File: src/rtl/bpred_table_wr_sched.sv
// bpred_table_wr_sched
// Owns the single write port of the combined BTB/bimodal predictor table and
// sequences three write sources onto it: the reset clearing sweep, buffered
// execute-stage updates (small FIFO), and host/debug writes.
//
// Ports:
//   clk, reset                 clock, synchronous active-high reset
//   stall                      pipeline stall, freezes update FIFO drain only
//   upd_valid/index/data/byteen, upd_ready    execute-stage update request
//   host_valid/index/data/byteen, host_ready  host write request/grant
//   mem_wren/wraddr/data/byteen               registered table write port
//   init_busy                  clearing sweep in progress
//   stat_sel, stat_out         statistics select / combinational value
//
// Optional feature: define BPRED_WRSCHED_STATS_EN to build the statistics
// counters; otherwise stat_out is tied to zero.
module bpred_table_wr_sched #(
    parameter int INDEX_W    = 9,
    parameter int DATA_W     = 36,
    parameter int FIFO_DEPTH = 4
) (
    input  logic               clk,
    input  logic               reset,
    input  logic               stall,
    input  logic               upd_valid,
    input  logic [INDEX_W-1:0] upd_index,
    input  logic [DATA_W-1:0]  upd_data,
    input  logic [3:0]         upd_byteen,
    output logic               upd_ready,
    input  logic               host_valid,
    input  logic [INDEX_W-1:0] host_index,
    input  logic [DATA_W-1:0]  host_data,
    input  logic [3:0]         host_byteen,
    output logic               host_ready,
    output logic               mem_wren,
    output logic [INDEX_W-1:0] mem_wraddr,
    output logic [DATA_W-1:0]  mem_data,
    output logic [3:0]         mem_byteen,
    output logic               init_busy,
    input  logic [1:0]         stat_sel,
    output logic [31:0]        stat_out
);

    localparam int PTR_W = $clog2(FIFO_DEPTH);
    localparam logic [INDEX_W-1:0] LAST_IDX = '1;
    localparam logic [PTR_W:0]     FULL_CNT = (PTR_W+1)'(FIFO_DEPTH);

    typedef enum logic {S_INIT, S_RUN} state_t;

    state_t               r_state, w_state_nxt;
    logic [INDEX_W-1:0]   r_sweep, w_sweep_nxt;

    logic [INDEX_W-1:0]   r_fifo_idx  [FIFO_DEPTH];
    logic [DATA_W-1:0]    r_fifo_data [FIFO_DEPTH];
    logic [3:0]           r_fifo_be   [FIFO_DEPTH];
    logic [PTR_W-1:0]     r_wr_ptr, r_rd_ptr;
    logic [PTR_W:0]       r_count, w_count_nxt;

    logic                 r_mem_wren,  w_wren_nxt;
    logic [INDEX_W-1:0]   r_mem_wraddr, w_addr_nxt;
    logic [DATA_W-1:0]    r_mem_data,  w_data_nxt;
    logic [3:0]           r_mem_byteen, w_be_nxt;

    logic w_run, w_push, w_pop, w_host_gnt;

    assign w_run      = (r_state == S_RUN);
    // Readiness looks at the registered count only: a same-cycle pop never
    // frees a slot for a same-cycle push.
    assign upd_ready  = w_run && (r_count != FULL_CNT);
    assign w_push     = upd_valid && upd_ready;
    assign w_pop      = w_run && (r_count != '0) && !stall;
    // Host gets the port whenever the FIFO would not drain this cycle; under
    // stall this lets host writes overtake frozen updates.
    assign host_ready = w_run && ((r_count == '0) || stall);
    assign w_host_gnt = host_valid && host_ready;
    assign init_busy  = !w_run;

    always_comb begin
        unique case ({w_push, w_pop})
            2'b10:   w_count_nxt = r_count + 1'b1;
            2'b01:   w_count_nxt = r_count - 1'b1;
            default: w_count_nxt = r_count;
        endcase
    end

    always_ff @(posedge clk) begin
        if (reset) r_state <= S_INIT;
        else       r_state <= w_state_nxt;
    end

    always_comb begin
        w_state_nxt = r_state;
        w_sweep_nxt = r_sweep;
        w_wren_nxt  = 1'b0;
        w_addr_nxt  = r_mem_wraddr;
        w_data_nxt  = r_mem_data;
        w_be_nxt    = r_mem_byteen;
        unique case (r_state)
            S_INIT: begin
                w_wren_nxt  = 1'b1;
                w_addr_nxt  = r_sweep;
                w_data_nxt  = '0;
                w_be_nxt    = 4'b1111;
                w_sweep_nxt = r_sweep + 1'b1;
                if (r_sweep == LAST_IDX) w_state_nxt = S_RUN;
            end
            S_RUN: begin
                if (w_pop) begin
                    w_wren_nxt = 1'b1;
                    w_addr_nxt = r_fifo_idx[r_rd_ptr];
                    w_data_nxt = r_fifo_data[r_rd_ptr];
                    w_be_nxt   = r_fifo_be[r_rd_ptr];
                end else if (w_host_gnt) begin
                    w_wren_nxt = 1'b1;
                    w_addr_nxt = host_index;
                    w_data_nxt = host_data;
                    w_be_nxt   = host_byteen;
                end
            end
            default: w_state_nxt = S_INIT;
        endcase
    end

    always_ff @(posedge clk) begin
        if (reset) begin
            r_sweep      <= '0;
            r_wr_ptr     <= '0;
            r_rd_ptr     <= '0;
            r_count      <= '0;
            r_mem_wren   <= 1'b0;
            r_mem_wraddr <= '0;
            r_mem_data   <= '0;
            r_mem_byteen <= '0;
        end else begin
            r_sweep      <= w_sweep_nxt;
            r_count      <= w_count_nxt;
            r_mem_wren   <= w_wren_nxt;
            r_mem_wraddr <= w_addr_nxt;
            r_mem_data   <= w_data_nxt;
            r_mem_byteen <= w_be_nxt;
            // Pointer width equals log2(depth), so increments wrap naturally.
            if (w_push) r_wr_ptr <= r_wr_ptr + 1'b1;
            if (w_pop)  r_rd_ptr <= r_rd_ptr + 1'b1;
        end
    end

    // FIFO storage needs no reset: the count decides what is valid.
    always_ff @(posedge clk) begin
        if (w_push) begin
            r_fifo_idx[r_wr_ptr]  <= upd_index;
            r_fifo_data[r_wr_ptr] <= upd_data;
            r_fifo_be[r_wr_ptr]   <= upd_byteen;
        end
    end

    assign mem_wren   = r_mem_wren;
    assign mem_wraddr = r_mem_wraddr;
    assign mem_data   = r_mem_data;
    assign mem_byteen = r_mem_byteen;

`ifdef BPRED_WRSCHED_STATS_EN
    logic [31:0] r_stat_enq, r_stat_host, r_stat_full, r_stat_max;

    always_ff @(posedge clk) begin
        if (reset) begin
            r_stat_enq  <= '0;
            r_stat_host <= '0;
            r_stat_full <= '0;
            r_stat_max  <= '0;
        end else begin
            if (w_push)                          r_stat_enq  <= r_stat_enq + 1'b1;
            if (w_host_gnt)                      r_stat_host <= r_stat_host + 1'b1;
            if (w_run && upd_valid && !upd_ready) r_stat_full <= r_stat_full + 1'b1;
            // Track the post-edge occupancy so the maximum is current at once.
            if (32'(w_count_nxt) > r_stat_max)   r_stat_max  <= 32'(w_count_nxt);
        end
    end

    always_comb begin
        stat_out = '0;
        unique case (stat_sel)
            2'd0:    stat_out = r_stat_enq;
            2'd1:    stat_out = r_stat_host;
            2'd2:    stat_out = r_stat_full;
            default: stat_out = r_stat_max;
        endcase
    end
`else
    logic w_unused_stat_sel;
    assign w_unused_stat_sel = ^stat_sel;
    assign stat_out = '0;
`endif

endmodule

File: config.mk
export PLATFORM = sky130hd
export DESIGN_NAME = bpred_table_wr_sched
export DESIGN_NICKNAME = d
export VERILOG_FILES = /design/src/rtl/bpred_table_wr_sched.sv
export SDC_FILE = /design/constraint.sdc
export NUM_CORES = 1
export LEC_CHECK = 0
export CORE_MARGIN = 8
export CORE_UTILIZATION = 43
export CTS_BUF_LIST = sky130_fd_sc_hd__clkbuf_8 sky130_fd_sc_hd__clkbuf_16
export CTS_CLUSTER_SIZE = 14
export DETAILED_ROUTE_END_ITERATION = 8
export DONT_BUFFER_PORTS = 1
export PLACE_DENSITY_LB_ADDON = 0.12
export SLEW_MARGIN = 20
export SYNTH_ARGS = -nofsm -noshare
export SYNTH_HDL_FRONTEND = slang
export SYNTH_SLANG_ARGS = --single-unit
File: constraint.sdc
create_clock -name clk -period 3.1 [get_ports clk]
set_clock_uncertainty 0.1 [all_clocks]
set_input_delay 0.62 -clock clk [delete_from_list [all_inputs] [get_ports clk]]
set_output_delay 0.62 -clock clk [all_outputs]
set_load 0.02 [all_outputs]
==> metrics.txt, run 1 <==
status=finished, final reports clean; Synth top area share=54.5%; top_reg_cell synth=edfxtp_1; drt pass-1 iters=5; # Max-Cap Violations=0; DRC errors left=0; CTS Buf Count=28; via/cell ratio=5.89; largest area contributor in the netlist=edfxtp_1; starting DRC count in detailed routing=401; Max Root-Sink Buffers=3; final HPWL from detailed placement=16400 um; routed wire length=25900 um; nets@finish=785; Final Hold Fails=0; H-Tree Depth=1; Cell Pwr Density=635 nW/um2; root cell of the clock tree=clkbuf_16; GPL Wtd Cong=0.797; hold buffers post-CTS=0; Setup crit start kind=flip-flop; cell area after synthesis=10800 um2; Setup-failing EPs final=0; total power draw=7.67 mW; grt ovf=0; EDFF count, synth=196; worst-path fanout max=25; worst skew pair latency=0.53 ns; Fmax=334 MHz; core area=24900 um2; vias in the first global route=6270; Slew Viols, Final=0; WL/cell=25.3 um; most frequent cell after synthesis=edfxtp_1; RSZ-0062 raised after global routing=false; post-CTS setup buffer count=0; HP Class=primary input to flip-flop; CTS tree=done; post-synth cell types=45; Worst-path clk slew=0.06 ns; Seq/Total Area, Yosys=67.3%; PostCTS Resize Cnt=0; pin count of the biggest net entering global routing=62; Critical Path RT=2.38 ns; die extent in x=174 um; number of I/O pins=190; synth top area cells=edfxtp_1, dfxtp_1, mux4_2; Peak supply drop=0.365 mV; antenna violations before repair=1; via count=6038; cell leakage power=3.73 nW; most frequent cells after synthesis=edfxtp_1, dfxtp_1, mux4_2; # clock sinks=265; initial core utilization=43.4%; Crit. End Element=primary output; CP max stage delay=0.75 ns; Yosys warnings=0; # fillers=2129; period utilization=96.7%; Buffers on Ports=0; crit-path leading delay family=simple AND/OR/NAND/NOR gates; WP buf/inv=1; Syn Inst Count=681; Area Overhead vs Synth=11.8%; Setup TNS Final=0 ns; die area=30400 um2; crit path cell chain=or3_2 > a21oi_1 > buf_4; Post-DRT Antenna Nets=0; global-route wire length before repair=39200 um; relative slew slack=28.0%; worst slew pin tran=1.08 ns; fin crit period=3.00 ns; Avg Inst Size Synth=15.9 um2; share of flip-flops with an asynchronous set or reset=0%; FP Rows=58; Slowest cell on crit path=or3_2; Setup CP Type=flip-flop to primary output; Crit path arrival time=2.28 ns; GRT Total Usage=16.5%; layout cells sized above 1=19.3%; die height=174 um; FF+latch count, synth=265
## per-stage QoR
stage | util, % | hold slack [ns] | worst slack (ns) | instances | area [um2]
floorplan | - | 0.371 | 0.485 | 712 | 10900
global placement | 44.2 | 0.372 | 0.539 | 972 | 11000
detailed placement | 44.2 | 0.397 | 0.479 | 972 | 11000
CTS | 48.5 | 0.0336 | 0.126 | 1024 | 12100
global route | 48.5 | 0.0253 | 0.0372 | 1025 | 12100
finish | 48.5 | 0.0590 | 0.102 | 1025 | 12100
## sequential cells by signal, summed over array words and instances, names as in the netlist, named ones only
name	cells
r_fifo_data	144
mem_data	36
r_fifo_idx	36
r_fifo_be	16
mem_wraddr	9
r_sweep	9
mem_byteen	4
r_count	3
r_rd_ptr	2
r_wr_ptr	2
mem_wren	1
r_state	1
## per-layer routing
layer | wire (um) | GRT usage, %
met5 | 0 | 0
met4 | 360 | 3.49
met3 | 2610 | 6.36
met2 | 12500 | 27.3
met1 | 10400 | 20.4
## power by group
part           internal [mW]  switching (mW)  total (mW)
Combinational         0.0290          0.0718       0.101
Clock                   2.39            1.35        3.74
Sequential              3.81          0.0160        3.83
## worst paths after layout
kind / start / end / slack (ns) / cells past startpoint
max: r_count[0] / host_ready / 0.10 / 3
max reg2reg: r_count[2] / r_count[2] / 0.48 / 9
min reg2reg: r_rd_ptr[0] / r_rd_ptr[0] / 0.41 / 2
min: reset / mem_byteen[2] / 0.06 / 1
## layout by cell type, fill, tap and decap left out, types with 2 or more instances in the layout
cell	count
nand4_1	6
o21ai_0	4
clkbuf_16	30
buf_4	19
nor2_1	14
nor3_1	43
a31o_2	2
bufinv_16	6
clkbuf_8	6
a311oi_1	6
a2111oi_0	26
clkinv_2	5
nor2b_1	9
clkinvlp_4	3
mux4_2	49
a221oi_1	7
ha_1	7
conb_1	32
a211oi_1	36
a21oi_1	11
mux2i_1	18
nor4_1	28
o32ai_1	7
o221ai_1	2
or3_1	4
and2_2	4
dfxtp_1	67
nand3_1	2
buf_12	2
nand2_1	11
nand4b_1	2
edfxtp_1	196
inv_1	9
xor2_1	5
## logic make-up (layout without fill, tap and decap cells)
| logic type | after synthesis | after routing | share of synthesized area (%) |
|---|---|---|---|
| flops | 265 | 265 | 67.3 |
| simple gates | 131 | 131 | 6.62 |
| compound gates | 102 | 102 | 7.33 |
| buf+inv | 100 | 82 | 5.23 |
| mux | 68 | 68 | 12.0 |
| fa+ha+maj | 8 | 8 | 0.997 |
| xor+xnor | 6 | 6 | 0.487 |
| other cells | 1 | 33 | 0.0347 |
## cell type report
cell class | instances | area [um2] | area share (%)
repair buffers | 21 | 183 | 1.51
clock inverters | 16 | 235 | 1.95
well taps | 330 | 413 | 3.42
flip-flops and latches | 265 | 7270 | 60.3
inverters | 9 | 33.8 | 0.280
diodes | 1 | 2.50 | 0.0207
multi-input cells | 347 | 3100 | 25.7
clock buffers | 36 | 833 | 6.91
(Power assumes the default switching activity.)
==> run 2: changes to the inputs <==
--- a/config.mk
+++ b/config.mk
@@ -6,7 +6,7 @@
 export NUM_CORES = 1
 export LEC_CHECK = 0
 export CORE_MARGIN = 8
-export CORE_UTILIZATION = 43
+export CORE_UTILIZATION = 60
 export CTS_BUF_LIST = sky130_fd_sc_hd__clkbuf_8 sky130_fd_sc_hd__clkbuf_16
 export CTS_CLUSTER_SIZE = 14
 export DETAILED_ROUTE_END_ITERATION = 8
==> metrics.txt, run 2 (synthesized netlist as in run 1, its figures left out) <==
Setup-failing EPs final=0; Final Hold Fails=0; total power draw=7.27 mW; most frequent cells in the layout=edfxtp_1, dfxtp_1, mux4_2; Crit. End Element=primary output; Buffers on Ports=0; Setup TNS Final=0 ns; worst hold slack=0.0691 ns; drt pass-1 iters=5; H-Tree Depth=1; status=finished, final reports clean; vias in the first global route=6241; Post-Place Cells=866; die height=150 um; global-route wire length before repair=36200 um; Setup crit start kind=flip-flop; post-CTS setup buffer count=0; HP Class=primary input to flip-flop; Slowest cell on crit path=or3_2; Post-DRT Antenna Nets=0; CP max stage delay=0.73 ns; via/cell ratio=6.64; antenna violations before repair=0; number of I/O pins=190; die extent in x=150 um; routed wire length=23900 um; worst-path fanout max=25; crit path cell chain=or3_2 > a21oi_1 > buf_4; design area=11800 um2; GRT Total Usage=20.9%; # Max-Cap Violations=0; core area=17800 um2; hold buffers post-CTS=0; antenna fix cells=0; fin worst setup slack=0.266 ns; pin count of the biggest net entering global routing=58; Cell Area, Placed=10800 um2; grt ovf=0; Fmax=353 MHz; via count=6078; PostCTS Resize Cnt=0; WL/cell=26.1 um; # clock sinks=265; FP Rows=49; Setup CP Type=flip-flop to primary output; die area=22500 um2; relative slew slack=28.3%; post-place setup slack=0.433 ns; root cell of the clock tree=clkbuf_16; Cell Pwr Density=618 nW/um2; Worst-path clk slew=0.06 ns; RSZ-0062 raised after global routing=false; GPL Wtd Cong=0.827; commonest non-fill, non-tap cell in the layout=edfxtp_1; # fillers=1232; Max Root-Sink Buffers=3; CTS tree=done; worst skew pair latency=0.52 ns; Slew Viols, Final=0; Critical Path RT=2.38 ns; max FFs per register=144; Crit path arrival time=2.11 ns; DRC errors left=0; cell leakage power=3.65 nW; final HPWL from detailed placement=15100 um; Area Overhead vs Synth=8.99%; layout cells sized above 1=18.0%; final cell count without fillers=916; largest register by flop count=r_fifo_data; CTS Buf Count=27; Peak supply drop=0.664 mV; period utilization=91.4%; Reg area=7270 um2; worst slew pin tran=1.07 ns; initial core utilization=60.7%; fin crit period=2.83 ns; starting DRC count in detailed routing=457; Final Util=66.2%; Multi-input gate area=3100 um2; nets@finish=779
==> run 2: changes by cell type in the layout (fill, tap and decap cells not counted) <==
cell	previous run	this run
clkinv_1	1	2
clkbuf_16	30	27
bufinv_16	6	5
clkbuf_8	6	1
clkinv_2	5	8
buf_4	19	14
clkinvlp_4	3	2
diode_2	1	0
inv_1	9	11
inv_8	0	1
inv_6	0	1
==> run 2: critical path: cells and delay by family (launching register included) <==
family / cells / cell delay [ns]
and+or+nand+nor: 1 / 0.73
buffers and inverters: 1 / 0.19
DFF: 1 / 0.37
AOI/OAI and AO/OA: 1 / 0.31
==> run 2: final timing paths <==
check,startpoint,endpoint,slack [ns],cells after the start
worst max register to register,r_count[2],r_count[2],0.43,9
worst max-delay path,r_count[0],host_ready,0.27,3
worst min-delay path,reset,r_sweep[5],0.07,1
worst min register to register,r_sweep[6],r_sweep[6],0.42,2
==> run 2: per-layer routing <==
layer / share of wire [%] / GRT usage (%) / wire, um / vias up
met2: 48 / 34.0 / 11500 / 261
met5: 0 / 0 / 0 / -
met4: 3.2 / 7.40 / 772 / 0
met1: 39 / 26.3 / 9280 / 3096
met3: 9.8 / 6.28 / 2330 / 50
li1: - / - / - / 2671
==> run 2: power by group <==
group          leakage (nW)  total, mW  switching [mW]  internal [mW]
sequential             2.32       3.83          0.0158           3.81
combinational         0.853      0.100          0.0717         0.0288
clock                 0.476       3.34            1.31           2.04
total                  3.65       7.27            1.39           5.87
==> run 2: area by class of cell <==
| class | count | share of cell area (%) |
|---|---|---|
| well taps | 229 | 2.44 |
| repair buffers | 16 | 1.23 |
| clock inverters | 22 | 2.07 |
| clock buffers | 28 | 5.86 |
| inverters | 9 | 0.287 |
| flip-flops and latches | 265 | 61.8 |
| multi-input cells | 347 | 26.3 |
==> run 3: changes to the inputs <==
--- a/config.mk
+++ b/config.mk
@@ -11,7 +11,10 @@
 export CTS_CLUSTER_SIZE = 14
 export DETAILED_ROUTE_END_ITERATION = 8
 export DONT_BUFFER_PORTS = 1
+export HOLD_SLACK_MARGIN = 0.12
+export MAX_ROUTING_LAYER = met4
 export PLACE_DENSITY_LB_ADDON = 0.12
+export RECOVER_POWER = 25
 export SLEW_MARGIN = 20
 export SYNTH_ARGS = -nofsm -noshare
 export SYNTH_HDL_FRONTEND = slang
==> metrics.txt, run 3 (synthesized netlist as in run 1, its figures left out) <==
Worst-path clk slew=0.06 ns; Fmax=351 MHz; Setup CP Type=flip-flop to primary output; via count=6307; period utilization=92.0%; HP Class=primary input to flip-flop; root cell of the clock tree=clkbuf_16; Peak supply drop=0.666 mV; worst-path fanout max=25; antenna violations before repair=1; fin crit period=2.85 ns; status=finished, final reports clean; WHS Path Cells=2; post-CTS setup buffer count=0; global-route wire length before repair=37200 um; total power draw=7.36 mW; FP Rows=49; GRT Total Usage=22.1%; GPL Wtd Cong=0.840; CTS Buf Count=27; Worst Hold Path EP=r_wr_ptr[1]; Slew Viols, Final=0; final HPWL from detailed placement=15100 um; Final Util=69.1%; Post-DRT Antenna Nets=0; HP Start=upd_valid; commonest non-fill, non-tap cell in the layout=edfxtp_1; Crit path arrival time=2.13 ns; layout cells sized above 1=17.0%; pin count of the biggest net entering global routing=58; Buffers on Ports=0; core area=17800 um2; number of I/O pins=190; Setup crit start kind=flip-flop; Setup crit start=r_count[0]; Area Overhead vs Synth=13.7%; worst slew pin tran=1.05 ns; worst r2r src=r_count[2]; # Max-Cap Violations=0; RSZ-0062 raised after global routing=false; Post-Place Cells=866; CTS tree=done; nets@finish=829; Cell Pwr Density=600 nW/um2; Setup-failing EPs final=0; Setup TNS Final=0 ns; most frequent cells in the layout=edfxtp_1, dfxtp_1, mux4_2, dlygate4sd3_1, nor3_1; WL/cell=25.3 um; die extent in x=150 um; final cell count without fillers=967; max FFs per register=144; cell leakage power=3.86 nW; # fillers=1176; R2R cell count=9; worst skew pair latency=0.52 ns; routed wire length=24400 um; R2R setup slack=0.41 ns; Crit. End Element=primary output; starting DRC count in detailed routing=448; grt ovf=0; largest register by flop count=r_fifo_data; initial core utilization=60.7%; # clock sinks=265; Final Hold Fails=0; DRC errors left=0; die area=22500 um2; relative slew slack=29.7%; die height=150 um; H-Tree Depth=1; r2r endpoint=r_count[2]; via/cell ratio=6.52; Max Root-Sink Buffers=3; drt pass-1 iters=5; Critical Path RT=2.38 ns; vias in the first global route=6501
## run 3: cell types whose count changed in the layout (fill, tap and decap cells not counted)
cell / previous run / this run
diode_2: 0 / 1
dlygate4sd3_1: 0 / 49
buf_12: 2 / 3
## run 3: how the worst max path moves through the flow
stage,endpoint,slack (ns),cells after the start
2_1_floorplan,r_count[2],0.49,11
3_3_place_gp,r_count[2],0.53,9
3_5_place_dp,r_count[2],0.43,9
4_1_cts,host_ready,0.26,3
5_1_grt,host_ready,0.16,3
6_report,host_ready,0.25,3
## run 3: repair_timing
action                    CTS  global route
hold buffers               50             0
gates resized for setup     0             0
hold endpoints to repair  227             0
## run 3: per-layer routing
layer	track usage (%)	part of all wire (%)	vias up
met5	-	0	-
met2	35.1	49	268
met4	7.85	3.2	0
li1	-	-	2767
met3	4.27	8.1	48
met1	28.3	40	3224
## run 3: layout make-up
cell class              instances  area, um2  area share, %
repair buffers                 66        656           5.34
multi-input cells             347       3100           25.2
flip-flops and latches        265       7270           59.2
well taps                     229        287           2.33
diodes                          1       2.50         0.0204
clock buffers                  28        689           5.61
clock inverters                22        244           1.99
inverters                       9       33.8          0.275
## run 3: power by group
group	leakage, nW	switching [mW]	internal [mW]	total, mW
clock network	0.476	1.32	2.04	3.35
logic	1.07	0.113	0.0738	0.187
registers	2.32	0.0157	3.81	3.82
total	3.86	1.45	5.92	7.36
## run 3: stage by stage
step           worst slack (ns)  hold WS, ns  instance area [um2]
4_1_cts                   0.261        0.161                12300
3_5_place_dp              0.433        0.404                10800
2_1_floorplan             0.485        0.371                10900
3_3_place_gp              0.534        0.384                10800
6_report                  0.248        0.178                12300
5_1_grt                   0.163        0.164                12300
## run 3: critical path: stages (launching register included)
cell	delay (ns)
dfxtp_1	0.37
or3_2	0.73
a21oi_1	0.32
buf_4	0.20
